## config.mk

```make
export PLATFORM = sky130hd
export DESIGN_NAME = reg_serializer
export DESIGN_NICKNAME = d
export VERILOG_FILES = /design/src/rtl/reg_serializer.sv
export SDC_FILE = /design/constraint.sdc
export NUM_CORES = 1
export LEC_CHECK = 0
export ABC_AREA = 0
export BUFFER_PORTS_ARGS = -buffer_cell sky130_fd_sc_hd__buf_2
export CORE_MARGIN = 10
export CORE_UTILIZATION = 37
export DETAILED_ROUTE_END_ITERATION = 7
export PLACE_DENSITY = 0.59
export SYNTH_ARGS = -nofsm -noshare
export SYNTH_HDL_FRONTEND = slang
export SYNTH_SLANG_ARGS = --single-unit
```

## constraint.sdc

```tcl
create_clock -name clk -period 5.25 [get_ports clk]
set_clock_uncertainty 0.1 [all_clocks]
set_input_delay 1.05 -clock clk [delete_from_list [all_inputs] [get_ports clk]]
set_output_delay 1.05 -clock clk [all_outputs]
set_load 0.01 [all_outputs]
```

## src/rtl/reg_serializer.sv

```systemverilog
// Register-range serializer: reads a wrapping address range and shifts each byte out.
// Define PAR_BIT_EN to append an even-parity bit after every byte.
module reg_serializer (
    input  logic       clk,
    input  logic       reset,
    input  logic       start,
    input  logic       dir,
    input  logic [2:0] first_addr,
    input  logic [2:0] last_addr,
    output logic [2:0] rd_addr,
    input  logic [7:0] rd_data,
    output logic       ser_out,
    output logic       ser_valid,
    input  logic       ser_ready,
    output logic       busy,
    output logic       done
);

`ifdef PAR_BIT_EN
    typedef enum logic [2:0] {IDLE, LOAD, SHIFT, PARITY, DONE} state_t;
`else
    typedef enum logic [2:0] {IDLE, LOAD, SHIFT, DONE} state_t;
`endif

    state_t     state, state_nxt;
    logic       dir_q;
    logic [2:0] last_q;
    logic [2:0] cnt;
    logic [7:0] sreg;
    logic       accept;
    logic       byte_end;
    logic       last_byte;
`ifdef PAR_BIT_EN
    logic       par_q;
`endif

    assign accept    = ser_valid & ser_ready;
    assign last_byte = (rd_addr == last_q);
`ifdef PAR_BIT_EN
    assign byte_end  = (state == PARITY) & accept;
`else
    assign byte_end  = (state == SHIFT) & accept & (cnt == 3'd7);
`endif

    always_ff @(posedge clk or negedge reset) begin
        if (!reset) state <= IDLE;
        else        state <= state_nxt;
    end

    always_comb begin
        state_nxt = state;
        unique case (state)
            IDLE:    if (start) state_nxt = LOAD;
            LOAD:    state_nxt = SHIFT;
`ifdef PAR_BIT_EN
            SHIFT:   if (accept && cnt == 3'd7) state_nxt = PARITY;
            PARITY:  if (byte_end) state_nxt = last_byte ? DONE : LOAD;
`else
            SHIFT:   if (byte_end) state_nxt = last_byte ? DONE : LOAD;
`endif
            DONE:    state_nxt = IDLE;
            default: state_nxt = IDLE;
        endcase
    end

    always_comb begin
        ser_valid = 1'b0;
        ser_out   = 1'b0;
        busy      = (state != IDLE);
        done      = (state == DONE);
        unique case (state)
            SHIFT: begin
                ser_valid = 1'b1;
                ser_out   = dir_q ? sreg[0] : sreg[7];
            end
`ifdef PAR_BIT_EN
            PARITY: begin
                ser_valid = 1'b1;
                ser_out   = par_q;
            end
`endif
            default: ;
        endcase
    end

    // Datapath: config latch, byte capture, shifting and address advance
    always_ff @(posedge clk or negedge reset) begin
        if (!reset) begin
            dir_q   <= 1'b0;
            last_q  <= 3'd0;
            rd_addr <= 3'd0;
            sreg    <= 8'd0;
            cnt     <= 3'd0;
`ifdef PAR_BIT_EN
            par_q   <= 1'b0;
`endif
        end else begin
            if (state == IDLE && start) begin
                dir_q   <= dir;
                last_q  <= last_addr;
                rd_addr <= first_addr;
            end
            if (state == LOAD) begin
                sreg <= rd_data;
                cnt  <= 3'd0;
`ifdef PAR_BIT_EN
                par_q <= ^rd_data;
`endif
            end
            if (state == SHIFT && accept) begin
                sreg <= dir_q ? {1'b0, sreg[7:1]} : {sreg[6:0], 1'b0};
                cnt  <= cnt + 3'd1;
            end
            if (byte_end && !last_byte)
                rd_addr <= rd_addr + 3'd1;
        end
    end

endmodule

```

Word level (Yosys, flattened, before mapping)

Cells that the tools add are included.

Register bits: 21
Input port bits: 19
Output and inout port bits: 7
Word-level logic and storage cells: 41

Add/sub/neg operators: 2
Equality and inequality tests: 7
Multiplexer cells: 14
Bitwise logic cells: 3
Reductions and logical operators: 9

Operators by type and width:

| operator            | number |
|---|---|
| $mux 8              | 3 |
| $mux 3              | 6 |
| $pmux 3 s3          | 1 |
| $add 3x1->3 const B | 2 |
| $eq 3x2->1 const B  | 2 |
| $ne 2x2->1 const B  | 2 |
| $reduce_bool 2->1   | 2 |
| $and 1x1->1         | 3 |
| $eq 3x1->1 const B  | 1 |
| $eq 3x3->1          | 1 |
| $eq 3x3->1 const B  | 1 |
| $logic_and 1x1->1   | 3 |
| $logic_not 3->1     | 1 |
| $mux 1              | 3 |
| $reduce_bool 3->1   | 1 |
| $mux 2              | 1 |
| $reduce_and 2->1    | 1 |
| $logic_not 1->1     | 1 |

Logic depth before layout (Yosys ltp)

Gate-level depths: netlist (run 1).

Depth in word-level cells: 7
Depth in mapped cells: 6

Worst setup path before layout (run 1)

No wires, ideal clock.

Path kind: reg2out
Start point: reg state[0]
End point: out done
Arrival: 1.036 ns
Data required time: 4.100 ns
Setup slack: 3.064 ns
Stages on the path, launching flop included: 5
Buffers on the path: 3
Cell sequence: dfrtp_1 > buf_6 > clkbuf_1 > buf_2 > and2_1

Cells in the longest elaborated chain, start to end: 1

RTL lines:

| what                     | RTL line | text |
|---|---|---|
| start: declaration       | 25       | `state_t state, state_nxt;` |
| start signal: assignment | 47       | `else state <= state_nxt;` |
| $eq 3x2->1               | 70       | `done = (state == DONE);` |
| end: declaration         | 16       | `output logic done` |

Every way passes these cells.

Worst setup path after layout (run 1)

Start point: reg state[0]
End point: out ser_out

Cells in the longest elaborated chain, start to end: 2

RTL lines:

| what             | RTL line | text |
|---|---|---|
| $eq 3x2->1       | 71       | `unique case (state)` |
| $mux 1           | 71       |  |
| end: declaration | 12       | `output logic ser_out,` |

Every way passes these cells.

==> results of run 1 <==
==> worst reg2reg max path: cells and delay by family (launching register included) <==
kind | cells | cell delay, ns
multiplexers | 1 | 0.34
flip-flops | 1 | 0.78
AND/OR/NAND/NOR | 3 | 0.85
==> logic make-up (layout without fill, tap and decap cells) <==
logic type | Yosys count | in the layout | synth area share, %
fa+ha+maj | 3 | 3 | 3.07
flops | 20 | 20 | 40.9
mux | 22 | 22 | 19.9
compound gates | 28 | 28 | 13.9
xor+xnor | 3 | 3 | 2.15
buf+inv | 10 | 31 | 4.71
simple gates | 36 | 36 | 15.4
==> state kept, by name, summed over array words and instances (netlist names) <==
name	flops
dir_q	1
last_q	3
rd_addr	3
cnt	3
sreg	8
state	2
==> metrics by stage <==
| step | std cells | util [%] |
|---|---|---|
| floorplan | 122 | - |
| global placement | 184 | 43.7 |
| detailed placement | 184 | 43.7 |
| CTS | 187 | 44.4 |
| global route | 187 | 44.4 |
| finish | 187 | 44.4 |
==> worst paths after layout <==
| check | start | to | slack (ns) | cells past startpoint |
|---|---|---|---|---|
| max in group asynchronous | reset | sreg[1] | 4.15 | 1 |
| hold reg to reg | last_q[2] | last_q[2] | 0.45 | 1 |
| hold / removal | last_q[2] | last_q[2] | 0.45 | 1 |
| min in group asynchronous | reset | sreg[7] | 0.58 | 1 |
| setup / recovery | state[0] | ser_out | 2.58 | 4 |
| setup reg to reg | state[1] | rd_addr[1] | 3.07 | 4 |
==> metal layers <==
layer / track usage (%) / part of all wire (%) / vias to the layer above
met1: 11.3 / 50 / 423
met4: 3.28 / 1.4 / 0
li1: - / - / 475
met2: 13.8 / 45 / 17
met3: 2.19 / 3.9 / 4
met5: 0 / 0 / -
==> cell type report <==
type	instances	area (µm²)
clock buffers	3	22.5
repair buffers	25	125
flip-flops and latches	20	500
fillers	322	1720
inverters	3	11.3
multi-input cells	92	664
well taps	44	55.1
==> power breakdown <==
part / total, mW / switching [mW] / internal, mW
combinational: 0.312 / 0.132 / 0.180
sequential: 0.324 / 0.105 / 0.219
clock: 0.0718 / 0.0451 / 0.0267
==> cell usage in the layout (no fill, tap or decap), drive strengths merged, types with 5 or more instances in the layout <==
cell type  Yosys  layout
a21oi         10      10
a22o           5       5
buf            6      25
nor2          11      11
mux2i          7       7
nand2         13      13
mux2          15      15
o21ai         10      10
dfrtp         20      20
==> out/qor.yml, run 1 <==
die_y_um: 77.5
grt_start_max_net_pins: 27
wire_per_inst_um: 13.3
synth_area_leaders: "dfrtp_1 41%, mux2_2 13%, mux2i_1 5.7%"
grt_pass1_vias: 990
ys_types: 29
p_per_area_mw_per_mm2: 513
fin_nets: 167
syn_nets: 144
peakVddDrop_uv: 144
final_area_mm2: 0.00138
gp_congestion: 0.750
synth_flop_cell: "dfrtp_1"
setup-tns-final_ns: 0
cap_violations: 0
die_w_um: 77.5
worstPathCellList: "inv_1 > nand2_1 > nor2_1 > buf_2"
rows: 20
tritoncts: "yes"
path_max_fanout: 26
clkTransAtPathRegs_ns: 0.10
clock_latency_ns: 0.30
crit_family: "flip-flops"
track_usage_pct: 8.79
clockBufferDepth: 2
post-cts-setup-buffers: 0
drtAntennaViolNets: 0
numCtsBuffers: 3
vias_per_cell: 4.91
via_count: 919
grt_pass1_wl_um: 4480
rsz0062_at_grt: "false"
crit_slowest_cell: "dfrtp_1"
hold_buffers: 0
syn_to_final_growth_pct: 12.8
placed_area_mm2: 0.00136
antenna_cells: 0
cts.sinks: 20
synth-seq-cells: 20
dr.pass1.iters: 3
hpwl_um: 1900
synth_area_mm2: 0.00122
critPathRequiredTime_ns: 4.10
setup_violations: 0
syn_inst: 122
cts-root-buf: "clkbuf_4"
coreArea_mm2: 0.00310
grt-ovfl-total: 0
ctsResizeCount: 0
synth.top_cell.area_share_pct: 40.9
htreeDepth: 1
fmax_ghz: 0.374
status: "completed"
wirelength_um: 2490
synthArstFlopShare_pct: 100
synth_common_cells: "20 x dfrtp_1, 14 x mux2_2, 12 x nand2_1"
drive_gt1_share_pct: 32.9
pre_cts_ws_ns: 2.81
synth_warnings: 0
start_util_pct: 39.4
p_leak_nw: 0.646
post-route-period-util_pct: 50.9
arrival_ns: 1.52
cp_num_buf_inv: 2
route.detailed.drc: 0
hold_viol: 0
synth-edff-count: 0
max_slew_margin_pct: 54.7
ys_seq_area_share_pct: 40.9
slew_violations: 0
avgSynthCellArea_um2: 10.0
endpoint_kind: "primary output"
yosysTopAreaCell: "dfrtp_1"
tightest_slew_ns: 0.680
drtIter0Drc: 43
cp-start-kind: "flop"
max_stage_delay_ns: 0.79
dieArea_mm2: 0.00600
boundaryPins: 26
min_period_ns: 2.67
synth_most_common_cell: "dfrtp_1"
hold_class: "flop to flop"
fin_ws_ns: 2.58
port_buffers: 25
power_uw: 708
antenna_found_initial: 0
whs_ns: 0.452
critPathKind: "flop to primary output"
No activity file was read; power rests on OpenSTA's default activity.
==> run 2, diff against run 1 <==
Clock period 5.25 ns to 2.5 ns, I/O delays scaled along.
==> run 2 against run 1 <==
  * Register-to-register slack got worse by 2.4 ns
  * Global-route usage rose by 0.31 points
  * Sequential power rose by 96%
  * Count of clock-buffer cells in the layout is the same
  * Hold slack lost 0.44 ns
  * Clock power is 110% higher
  * Non-clock buffer count is 2 higher
  * Critical path depth is 1 higher
  * Core utilization up 0.48 points
  * Die area did not move
  * Sequential cell count unchanged
==> out/qor.yml, run 2 (synthesis gave the netlist of run 1 again) <==
cp-start-kind: "flop"
grt_pass1_wl_um: 4550  # +1.7%
arrival_ns: 1.55  # +0.03 ns
grt.busiest_layer: "met2"
via_count: 947  # +3.0%
grt_start_max_net_pins: 21  # -22%
grt_pass1_vias: 985  # -0.51%
intPower_uw: 910  # +110%
cap_violations: 0  # unchanged
track_usage_pct: 9.11  # +0.31 points
power_mw: 1.52  # +110%
rsz0062_at_grt: "false"
numCtsBuffers: 3  # unchanged
p_per_area_mw_per_mm2: 1090  # +110%
rr_worst_depth: 4  # unchanged
seq_area_um2: 500  # unchanged
path_depth: 5  # +1
port_buffers: 25  # unchanged
crit_family: "flip-flops"
path_max_fanout: 14  # -46%
hold_buffers: 0  # unchanged
hpwl_um: 1940  # +1.9%
fmax_ghz: 0.464
top_register: "sreg"
p_leak_nw: 0.656  # +1.6%
cts.sinks: 20  # unchanged
hold_viol: 0  # unchanged
placed_area_mm2: 0.00137  # +1.1%
rrSetupSlack_ns: 0.68  # -2.39 ns
setup_violations: 0  # unchanged
pwr-share-comb_pct: 48.0  # +3.9 points
grt-ovfl-total: 0  # unchanged
multi_input_area_um2: 664  # unchanged
ctsResizeCount: 0  # unchanged
start_util_pct: 39.4  # unchanged
post-cts-setup-buffers: 0  # unchanged
min_period_ns: 2.15
slew_violations: 0  # unchanged
drtAntennaViolNets: 0  # unchanged
antenna_found_initial: 0  # unchanged
peakVddDrop_uv: 416  # +190%
wirelength_um: 2570  # +3.1%
switching_share_pct: 40.0  # +0.10 points
clkTransAtPathRegs_ns: 0.11  # about the same
p_sw_uw: 607  # +110%
vias_per_cell: 5.01  # +2.0%
max_stage_delay_ns: 0.63  # -0.16 ns
gr-usage-met3_pct: 3.80  # +1.6 points
tritoncts: "yes"
fin_nets: 169  # +1.2%
largest_reg_flops: 8  # unchanged
drtIter0Drc: 51  # +19%
cts-root-buf: "clkbuf_4"
pre_cts_ws_ns: 0.674  # -2.14 ns
clock_latency_ns: 0.30  # about the same
fin_ws_ns: 0.347  # -2.23 ns
pwr-share-seq_pct: 41.9  # -3.9 points
dieArea_mm2: 0.00600  # unchanged
die_w_um: 77.5  # unchanged
grt.met1_usage_pct: 11.1  # -0.25 points
pwr-share-clk_pct: 10.1  # about the same
boundaryPins: 26  # unchanged
post-route-period-util_pct: 86.1
tightest_slew_ns: 0.440  # -0.240 ns
dr.pass1.iters: 4  # +1
max_slew_margin_pct: 70.7  # +16 points
gp_congestion: 0.797  # +6.4%
crit_slowest_cell: "dfrtp_1"
route.detailed.drc: 0  # unchanged
rows: 20  # unchanged
htreeDepth: 1  # unchanged
hold_class: "input port to asynchronous set/reset pin"
clockBufferDepth: 2  # unchanged
drive_gt1_share_pct: 33.8  # +0.93 points
final_area_mm2: 0.00139  # +1.1%
status: "completed"
die_y_um: 77.5  # unchanged
r2r-end: "rd_addr[1]"
final_common_cell: "buf_2"
critPathKind: "flop to primary output"
coreArea_mm2: 0.00310  # unchanged
critPathRequiredTime_ns: 1.90  # -2.20 ns
syn_to_final_growth_pct: 14.0
endpoint_kind: "primary output"
setup-tns-final_ns: 0  # unchanged
mostFrequentLayoutCells: "25 x buf_2, 20 x dfrtp_1, 14 x mux2_2"
regToRegStartpoint: "state[0]"
wire_per_inst_um: 13.6  # +2.0%
grt.met2_usage_pct: 14.5  # +0.75 points
worstPathCellList: "buf_4 > inv_1 > nand2_1 > nor2_1 > buf_2"
cp_num_buf_inv: 3  # +1
antenna_cells: 0  # unchanged
nFillCells: 318  # -1.2%
-- run 2: how the worst max path moves through the flow --
stage,slack (ns),to,from
2_1_floorplan,0.83,rd_addr[1],state[0]
3_3_place_gp,0.72,rd_addr[1],ser_ready
3_5_place_dp,0.67,rd_addr[1],ser_ready
4_1_cts,0.36,ser_out,state[0]
5_1_grt,0.21,ser_out,state[0]
6_report,0.35,ser_out,state[0]
-- run 2: final cells by class --
cell class,instances,area share (%)
inverters,3,0.808
repair buffers,27,10.1
well taps,44,3.95
clock buffers,3,1.62
multi-input cells,92,47.7
flip-flops and latches,20,35.9
-- run 2: power by group through the flow --
stage | combinational, mW | sequential, mW | clock [mW]
2_1_floorplan | 0.642 | 0.568 | 0
3_3_place_gp | 0.719 | 0.633 | 0
3_5_place_dp | 0.736 | 0.642 | 0
4_1_cts | 0.740 | 0.635 | 0.163
5_1_grt | 0.825 | 0.660 | 0.180
6_report | 0.728 | 0.635 | 0.153
-- run 2: layer usage --
layer	wire [µm]	vias up
li1	-	480
met1	1250	444
met2	1170	21
met3	131	2
met4	18	0
met5	0	-
-- run 2: metrics by stage --
| stage | hold WS, ns | std cells | util [%] |
|---|---|---|---|
| after floorplan | 0.104 | 122 | - |
| after global placement | 0.383 | 186 | 44.2 |
| after detailed placement | 0.383 | 186 | 44.2 |
| after CTS | 0.0432 | 189 | 44.9 |
| after global routing | 0.0364 | 189 | 44.9 |
| final | 0.0162 | 189 | 44.9 |
